`src/rtl/branch_pkg.sv`:
```
// Shared types for E-stage branch resolution: branch type enum,
// MIPS opcode constants, D->E branch bundle and the brtype decoder.
package branch_pkg;

    localparam logic [5:0] OP_REGIMM = 6'b000001;
    localparam logic [5:0] OP_BEQ    = 6'b000100;
    localparam logic [5:0] OP_BNE    = 6'b000101;
    localparam logic [5:0] OP_BLEZ   = 6'b000110;
    localparam logic [5:0] OP_BGTZ   = 6'b000111;

    typedef enum logic [3:0] {
        BR_NONE,
        BR_BEQ,
        BR_BNE,
        BR_BLEZ,
        BR_BGTZ,
        BR_BLTZ,
        BR_BGEZ,
        BR_BLTZAL,
        BR_BGEZAL,
        BR_BLTZL,
        BR_BGEZL,
        BR_BLTZALL,
        BR_BGEZALL
    } br_type_e;

    // pc is kept at full 32 bits; the top truncates to PC_W (PC_W <= 32).
    typedef struct packed {
        logic        valid;
        logic        pred_take;
        br_type_e    brtype;
        logic [31:0] pc;
        logic [31:0] imm;
    } br_info_t;

    function automatic br_type_e decode_brtype(
        input logic [5:0] op,
        input logic [4:0] rt
    );
        br_type_e t;
        t = BR_NONE;
        case (op)
            OP_BEQ:  t = BR_BEQ;
            OP_BNE:  t = BR_BNE;
            OP_BLEZ: t = BR_BLEZ;
            OP_BGTZ: t = BR_BGTZ;
            OP_REGIMM: begin
                // rt[4] = link, rt[1] = likely, rt[0] = GEZ; rt[3:2] must be 0
                if (rt[3:2] == 2'b00) begin
                    case ({rt[4], rt[1], rt[0]})
                        3'b000: t = BR_BLTZ;
                        3'b001: t = BR_BGEZ;
                        3'b010: t = BR_BLTZL;
                        3'b011: t = BR_BGEZL;
                        3'b100: t = BR_BLTZAL;
                        3'b101: t = BR_BGEZAL;
                        3'b110: t = BR_BLTZALL;
                        3'b111: t = BR_BGEZALL;
                    endcase
                end
            end
            default: t = BR_NONE;
        endcase
        return t;
    endfunction

endpackage

```
`src/rtl/branch_cond.sv`:
```
// Combinational MIPS branch condition on signed 32-bit operands.
// Ports: brtype_i, rs_i, rt_i -> cond_o.
module branch_cond
    import branch_pkg::*;
(
    input  br_type_e    brtype_i,
    input  logic [31:0] rs_i,
    input  logic [31:0] rt_i,
    output logic        cond_o
);

    logic rs_neg;
    logic rs_zero;

    assign rs_neg  = rs_i[31];
    assign rs_zero = (rs_i == 32'd0);

    always_comb begin
        cond_o = 1'b0;
        unique case (brtype_i)
            BR_BEQ:     cond_o = (rs_i == rt_i);
            BR_BNE:     cond_o = (rs_i != rt_i);
            BR_BLEZ:    cond_o = rs_neg | rs_zero;
            BR_BGTZ:    cond_o = ~rs_neg & ~rs_zero;
            BR_BLTZ,
            BR_BLTZAL,
            BR_BLTZL,
            BR_BLTZALL: cond_o = rs_neg;
            BR_BGEZ,
            BR_BGEZAL,
            BR_BGEZL,
            BR_BGEZALL: cond_o = ~rs_neg;
            default:    cond_o = 1'b0;
        endcase
    end

endmodule

```
`src/rtl/branch_resolve.sv`:
```
// E-stage branch resolution: D->E branch register, condition evaluation,
// predictor update bundle, misprediction detect and held front-end redirect.
// Ports: clk/rst (sync, active-high), stallE/flushE, D-side branch info,
// forwarded rs/rt, redirect handshake, predictor update and redirect outputs.
// Optional macro BRANCH_STATS_EN adds stat_branches / stat_mispred counters.
module branch_resolve
    import branch_pkg::*;
#(
    parameter int PC_W         = 32,
    parameter int RESET_PC_OFS = 8
) (
    input  logic            clk,
    input  logic            rst,
    input  logic            stallE,
    input  logic            flushE,
    input  logic            branchD,
    input  logic            pred_takeD,
    input  logic [31:0]     instrD,
    input  logic [PC_W-1:0] pcD,
    input  logic [31:0]     immD,
    input  logic [31:0]     rs_valueE,
    input  logic [31:0]     rt_valueE,
    input  logic            redirect_ready,
    output logic            branchE,
    output logic [PC_W-1:0] pcE,
    output logic            actual_takeE,
    output logic            mispredictE,
    output logic            redirect_valid,
    output logic [PC_W-1:0] redirect_pc,
    output logic            flush_front,
    output logic            stall_req
`ifdef BRANCH_STATS_EN
    ,
    output logic [31:0]     stat_branches,
    output logic [31:0]     stat_mispred
`endif
);

    br_info_t        e_q, e_d;
    br_type_e        brtype_d;
    logic            cond;
    logic [PC_W-1:0] taken_tgt;
    logic [PC_W-1:0] fall_tgt;
    logic            rv_q, rv_d;
    logic [PC_W-1:0] rpc_q, rpc_d;
    logic            rd_load;
    logic            unused_instr;

    // Only opcode and rt select the branch type.
    assign unused_instr = ^{instrD[25:21], instrD[15:0]};
    assign brtype_d     = decode_brtype(instrD[31:26], instrD[20:16]);

    always_comb begin
        e_d = e_q;
        if (flushE) begin
            e_d = '0;
        end else if (!stallE) begin
            e_d.brtype    = brtype_d;
            e_d.valid     = branchD & (brtype_d != BR_NONE);
            e_d.pred_take = pred_takeD;
            e_d.pc        = 32'(pcD);
            e_d.imm       = immD;
        end
    end

    always_ff @(posedge clk) begin
        if (rst) e_q <= '0;
        else     e_q <= e_d;
    end

    branch_cond u_cond (
        .brtype_i (e_q.brtype),
        .rs_i     (rs_valueE),
        .rt_i     (rt_valueE),
        .cond_o   (cond)
    );

    assign branchE      = e_q.valid;
    assign pcE          = e_q.pc[PC_W-1:0];
    assign actual_takeE = e_q.valid & cond;
    assign mispredictE  = e_q.valid & (actual_takeE != e_q.pred_take);

    assign taken_tgt = pcE + PC_W'(4) + PC_W'(e_q.imm << 2);
    assign fall_tgt  = pcE + PC_W'(RESET_PC_OFS);

    // A stalled E branch waits so the redirect is issued exactly once.
    // A new load beats the accept-clear in the same cycle.
    assign rd_load = mispredictE & ~stallE & (~rv_q | redirect_ready);

    always_comb begin
        rv_d  = rv_q;
        rpc_d = rpc_q;
        if (rd_load) begin
            rv_d  = 1'b1;
            rpc_d = actual_takeE ? taken_tgt : fall_tgt;
        end else if (rv_q & redirect_ready) begin
            rv_d  = 1'b0;
        end
    end

    always_ff @(posedge clk) begin
        if (rst) begin
            rv_q  <= 1'b0;
            rpc_q <= '0;
        end else begin
            rv_q  <= rv_d;
            rpc_q <= rpc_d;
        end
    end

    assign redirect_valid = rv_q;
    assign redirect_pc    = rpc_q;
    assign flush_front    = rv_q;
    assign stall_req      = rv_q & ~redirect_ready;

`ifdef BRANCH_STATS_EN
    logic [31:0] br_cnt_q;
    logic [31:0] mis_cnt_q;

    always_ff @(posedge clk) begin
        if (rst) begin
            br_cnt_q  <= '0;
            mis_cnt_q <= '0;
        end else begin
            if (branchE && !stallE && br_cnt_q != '1)
                br_cnt_q <= br_cnt_q + 32'd1;
            if (mispredictE && !stallE && mis_cnt_q != '1)
                mis_cnt_q <= mis_cnt_q + 32'd1;
        end
    end

    assign stat_branches = br_cnt_q;
    assign stat_mispred  = mis_cnt_q;
`endif

endmodule

```
`config.mk`:
```
export PLATFORM = sky130hd
export DESIGN_NAME = branch_resolve
export DESIGN_NICKNAME = d
export VERILOG_FILES = /design/src/rtl/branch_pkg.sv /design/src/rtl/branch_cond.sv /design/src/rtl/branch_resolve.sv
export SDC_FILE = /design/constraint.sdc
export NUM_CORES = 1
export LEC_CHECK = 0
export ABC_AREA = 0
export CORE_MARGIN = 1.5
export CORE_UTILIZATION = 35
export CTS_BUF_LIST = sky130_fd_sc_hd__clkbuf_16
export DETAILED_ROUTE_END_ITERATION = 10
export PLACE_DENSITY = 0.68
export RECOVER_POWER = 50
export SYNTH_ARGS = -nofsm -noshare
export SYNTH_HDL_FRONTEND = slang
export SYNTH_SLANG_ARGS = --single-unit
```
`constraint.sdc`:
```
create_clock -name clk -period 7.6 [get_ports clk]
set_clock_uncertainty 0.15 [all_clocks]
set_input_delay 1.14 -clock clk [delete_from_list [all_inputs] [get_ports clk]]
set_output_delay 1.14 -clock clk [all_outputs]
set_load 0.02 [all_outputs]
```
==> flow_summary_export.csv, run 1 <==
group,metric,value,unit
global_route,grt_pass1_wl,32640,µm
setup_path,r2r-end,"redirect_pc[27]",
sta,fin_crit_sh,75.13,%
drt,drt_iter0_markers,315,
yosys,postSynthCellCount,857,
yosys,synth_seq_cells,101,
yosys,syn_nets,1084,
sta,fin_setup_tns,0,ns
drt,wirelength,20400,µm
pwr,p_total,0.001271,W
setup_path,critPathBufInv,3,
floorplanning,core_area,0.02017,mm²
yosys,ys_seq_area_share,28.17,%
global_route,antenna_found_initial,0,
floorplanning,ios,237,
setup_path,slowest_stage,"clkbuf_1",
yosys,synth_edf_count,0,
yosys,synth_common_cells,"nor2_1 (108), dfxtp_1 (101), mux2i_1 (69)",
clocking,cts_buffer_depth,2,
clocking,ctsResizeCount,0,
placed_design,place_ws,1.922,ns
pwr,leakagePower,4.094,nW
setup_path,critPathRequiredTime,7.55,ns
min_path,min_from,"redirect_pc[27]",
yosys,synth_top_cell_area_share,28.17,%
run_status,violations,"max-capacitance violations, max-slew violations",
setup_path,reg2regPathDepth,11,
final_layout,nets,1242,
sta,slew_headroom,-112.9,%
final_layout,area_growth,33.47,%
yosys,syn_area_per_cell,8.374,µm²
sta,final_max_slew_viol_count,100,
final_layout,num_antenna_cells,0,
drt,dr.pass1.iters,6,
setup_path,slowest_delay,2.23,ns
drt,drc_errors,0,
floorplanning,die_area,0.02137,mm²
setup_path,crit_top_cell,"clkbuf_1",
clocking,clk-insertion-delay-late,0.36,ns
final_layout,drive_above_1_share,3.235,%
floorplanning,start_util,35.58,%
clocking,clkTransAtPathRegs,0.07,ns
sta,setup_ws,1.890,ns
clocking,cts_made_buffers,9,
clocking,cts.htree.levels,3,
drt,ant_nets,0,
sta,setup_violations,0,
sta,hold_ws,0.2981,ns
pwr,ir_worst_vdd,0.0001029,V
setup_path,cp.arrival,5.66,ns
setup_path,critPathCapture,"e_q[66]",
clocking,cts-root-buf,"clkbuf_16",
flow_run,cap_violations,2,
run_status,outcome,"finished, violations left",
sta,tightest_slew,3.194,ns
global_route,grt_use_total,18.94,%
global_route,grt_max_degree,69,
setup_path,r2r_start,"pcE[3]",
sta,hold_viol,0,
clocking,hold_buffers,0,
yosys,synth_warnings,0,
placed_design,dp_hpwl,15610,µm
clocking,cts_tree,"yes",
yosys,synth_largest_area_cell,"dfxtp_1",
drt,vias,6665,
global_route,grt_pass1_vias,6378,
placed_design,post_dp_cell_area,0.009271,mm²
setup_path,crit_family,"buffers and inverters",
placed_design,routabilityCongestion,0.8575,
clocking,cts_sinks,101,
floorplanning,die_w,146.2,µm
sta,rsz0062_at_grt,"false",
yosys,synth_cell_types,61,
setup_path,end_kind,"flop",
pwr,cellPowerDensity,132.7,mW/mm²
clocking,post-cts-setup-buffers,0,
yosys,synth_most_common_cell,"nor2_1",
yosys,synthTopCellsByArea,"dfxtp_1 (28%), ha_1 (10%), mux2i_1 (9.6%)",
sta,post-route-min-period,5.710,ns
floorplanning,rows,52,
setup_path,critPathMaxFanout,68,
yosys,syn_area,0.007177,mm²
drt,via_per_inst,5.167,
setup_path,path_class,"in2reg",
final_layout,fillers,2004,
floorplanning,die_y,146.2,µm
setup_path,crit_chain,"dlygate4sd3_1, clkbuf_1, or2_2, clkbuf_1, nor3_1",
placed_design,port-buffer-count,213,
drt,wire_per_inst,15.81,µm
setup_path,crit_cells,5,
final_layout,stdcell_area,0.009579,mm²
setup_path,r2r_setup_slack,3.81,ns
setup_path,start_kind,"input pin",
sta,max_freq,175.1,MHz
global_route,grt-ovfl-total,0,
min_path,hp-class,"reg2reg",
setup_path,crit_path_start,"rst",
yosys,synth_flop_cell,"dfxtp_1",
yosys,async_reset_ff_share,0,%
-- per-stage QoR --
| step | cells | utilization (%) |
|---|---|---|
| 3_3_place_gp | 1274 | 45.97 |
| 5_1_grt | 1290 | 47.49 |
| 2_1_floorplan | 857 | - |
| 3_5_place_dp | 1274 | 45.97 |
| 4_1_cts | 1290 | 47.53 |
| 6_report | 1290 | 47.49 |
-- logic make-up after synthesis --
logic type / share of synthesized area, %
flip-flops: 28.17
buffers and inverters: 6.991
AND/OR/NAND/NOR: 18.32
XOR/XNOR: 10.50
multiplexers: 9.937
adder cells (fa/ha/maj): 10.56
AO/OA/AOI/OAI: 15.52
-- cell usage in the layout (no fill, tap or decap), types with 8 or more instances in the layout --
cell             netlist  final
dfxtp_1              101    101
o211ai_1              15     15
xnor2_1               62     62
nand4_1               18     18
mux2i_1               69     68
and3_1                16     16
xor2_1                24     24
nand2_1               61     61
a31oi_1                8      8
nor4_1                11     11
nor2_1               108    108
inv_1                 17     17
clkbuf_16              0      9
a211oi_1               9      9
nand3_1               19     19
o21ai_0               27     27
clkdlybuf4s50_1        0    144
a21o_1                12     12
a21oi_1               58     58
ha_1                  59     59
nor3_1                14     14
dlygate4sd3_1          0     68
-- report_power, final --
part / total [W] / internal [W] / switching, W
clock: 0.000493 / 0.000287 / 0.000206
sequential: 0.000555 / 0.000540 / 0.0000145
combinational: 0.000223 / 0.000127 / 0.0000956
-- worst min path at each step --
stage	endpoint	slack, ns	cells past startpoint
after floorplan	redirect_pc[0]	0.29	2
after detailed placement	redirect_pc[7]	0.30	2
after global routing	redirect_pc[17]	0.32	2
after CTS	redirect_pc[7]	0.30	2
final	redirect_pc[27]	0.30	2
after global placement	redirect_pc[27]	0.29	2
-- state kept, by name, summed over array words and instances (netlist names) --
name,count
e_q,35
pcE,32
redirect_pc,32
branchE,1
flush_front,1
-- worst min-delay path, cell delays in order, from the launching register on --
cell,delay (ns)
dfxtp_1,0.31
nand2_1,0.05
a21oi_1,0.05
-- layer usage --
metal  vias up  routed length [µm]  track usage (%)
met3        22                1294            4.656
met2       209                9503            32.20
met5         -                   0                0
li1       3355                   -                -
met1      3079                9287            23.81
met4         0                 312            5.152
-- cell type report --
type / count / area (µm²) / share of cell area [%]
clock buffer: 9 / 225.2 / 2.351
clock inverter: 7 / 90.09 / 0.9404
inverter: 17 / 63.81 / 0.6661
multi-input combinational: 666 / 4666 / 48.71
sequential: 101 / 2022 / 21.11
tap: 270 / 337.8 / 3.527
timing repair buffer: 220 / 2175 / 22.70
Power figures use the tool's default switching activity.
==> inputs of run 2 (changes only) <==
PLACE_DENSITY = 0.7   (was 0.68)
clock period = 5.2 ns   (was 7.6 ns; I/O delays follow)
==> run 2 against run 1 <==
The flow still finishes with violations (max-capacitance violations, max-slew violations). First-iteration DRC count increased by 13%. Combinational power up 46%. Largest power group unchanged. Global-route usage is 0.39 points higher. Sequential cell count did not move.
==> flow_summary_export.csv, run 2 (synthesis results as in run 1) <==
group,metric,value,unit
pwr,cellPowerDensity,199.5,mW/mm²
sta,setup_violations,0,
sta,max_freq,221.0,MHz
final_layout,multi_input_area,0.004666,mm²
drt,vias,6716,
clocking,clkTransAtPathRegs,0.07,ns
setup_path,crit_chain,"clkdlybuf4s50_1, nor4_1, nand4_1, o221a_2, a211o_1, nand3b_2, xor2_1, and2_1, clkdlybuf4s50_1",
placed_design,routabilityCongestion,0.8698,
setup_path,slowest_delay,0.62,ns
global_route,grt_max_degree,45,
floorplanning,ios,237,
sta,fin_crit_sh,87.01,%
final_layout,largest_reg_flops,35,
floorplanning,start_util,35.58,%
sta,post-route-min-period,4.525,ns
final_layout,fillers,1951,
setup_path,critPathRequiredTime,4.27,ns
final_layout,final_cell_mix,"clkdlybuf4s50_1 (144), nor2_1 (108), dfxtp_1 (101), mux2i_1 (68), dlygate4sd3_1 (68)",
clocking,ctsResizeCount,0,
sta,hold_viol,0,
final_layout,area_growth,34.21,%
global_route,met3_usage,5.344,%
sta,final_max_slew_viol_count,38,
drt,via_per_inst,5.202,
final_layout,seq_area,0.002022,mm²
sta,fin_setup_tns,0,ns
clocking,cts_tree,"yes",
drt,drc_errors,0,
global_route,grt-ovfl-total,0,
setup_path,crit_family,"buffers and inverters",
clocking,cts_made_buffers,9,
flow_run,cap_violations,1,
min_path,hp-class,"reg2reg",
clocking,post-cts-setup-buffers,0,
floorplanning,die_area,0.02137,mm²
sta,rsz0062_at_grt,"false",
drt,wire_per_inst,16.21,µm
clocking,cts-root-buf,"clkbuf_16",
drt,wirelength,20930,µm
clocking,cts_sinks,101,
final_layout,num_antenna_cells,0,
clocking,cts_buffer_depth,2,
final_layout,max_flop_register,"e_q",
floorplanning,core_area,0.02017,mm²
clocking,cts.htree.levels,3,
floorplanning,die_w,146.2,µm
global_route,use_met2,33.06,%
placed_design,port-buffer-count,213,
setup_path,critPathBufInv,2,
drt,dr.pass1.iters,7,
pwr,ir_worst_vdd,0.0001492,V
final_layout,fin_util,47.75,%
drt,ant_nets,0,
pwr,leakagePower,4.121,nW
clocking,clk-insertion-delay-late,0.36,ns
floorplanning,rows,52,
global_route,grt_pass1_vias,6479,
sta,slew_headroom,-41.77,%
global_route,grt_pass1_wl,33190,µm
final_layout,drive_above_1_share,3.428,%
setup_path,slowest_stage,"clkdlybuf4s50_1",
global_route,antenna_found_initial,0,
setup_path,crit_top_cell,"clkdlybuf4s50_1",
run_status,violations,"max-capacitance violations, max-slew violations",
clocking,hold_buffers,0,
run_status,outcome,"finished, violations left",
setup_path,critPathMaxFanout,3,
drt,drt_iter0_markers,357,
global_route,grt_use_met1,23.80,%
setup_path,cp.arrival,3.59,ns
floorplanning,die_y,146.2,µm
global_route,grt_use_total,19.33,%
placed_design,dp_hpwl,15670,µm
sta,tightest_slew,2.127,ns
final_layout,nets,1243,
global_route,busiest_layer,"met2",
setup_path,path_class,"in2out",
setup_path,end_kind,"output pin",
final_layout,final_common_cell,"clkdlybuf4s50_1",
setup_path,start_kind,"input pin",
## run 2: cell types whose count changed in the layout (fill, tap and decap cells not counted), sizes merged
cell / change
inv: +1
clkinv: -2
buf: +3
clkbuf: -2
bufinv: +1
## run 2: stage by stage
step / worst slack (ns) / hold WS [ns] / total power, W / cells / area (µm²)
final: 0.6754 / 0.3031 / 0.001921 / 1291 / 9632
after global routing: 0.5703 / 0.3238 / 0.002006 / 1291 / 9632
after CTS: 0.6418 / 0.3067 / 0.001945 / 1291 / 9632
after detailed placement: 0.6483 / 0.2969 / 0.001157 / 1275 / 9291
after global placement: 0.6804 / 0.2903 / 0.001154 / 1275 / 9291
after floorplan: 1.605 / 0.2949 / 0.0009954 / 857 / 7177
## run 2: final cells by class
class	count	area share, %
Clock inverter	7	1.195
Multi-Input combinational cell	666	48.44
Clock buffer	9	2.338
Tap cell	270	3.507
Timing Repair Buffer	221	22.86
Inverter	17	0.6625
Sequential cell	101	20.99
## run 2: final timing paths
kind / from / depth (start not counted) / slack [ns] / to
min: redirect_pc[5] / 2 / 0.30 / redirect_pc[5]
min reg2reg: redirect_pc[5] / 2 / 0.30 / redirect_pc[5]
max reg2reg: pcE[3] / 11 / 1.49 / redirect_pc[27]
max: rs_valueE[26] / 9 / 0.68 / mispredictE
## run 2: tightest hold or removal path: stages (launching register included)
cell	delay [ns]
dfxtp_1	0.31
nand2_1	0.05
a21oi_1	0.05
## run 2: layer usage
metal / share of wire (%) / routed length, µm / vias to the layer above
met2: 46 / 9636 / 229
met1: 45 / 9440 / 3098
met4: 1.9 / 392 / 0
met5: 0 / 0 / -
met3: 7.0 / 1458 / 28
li1: - / - / 3361
## run 2: power by group
part           total [W]  internal [W]  switching, W
logic           0.000326      0.000186      0.000141
registers       0.000811      0.000790     0.0000213
clock network   0.000784      0.000469      0.000315
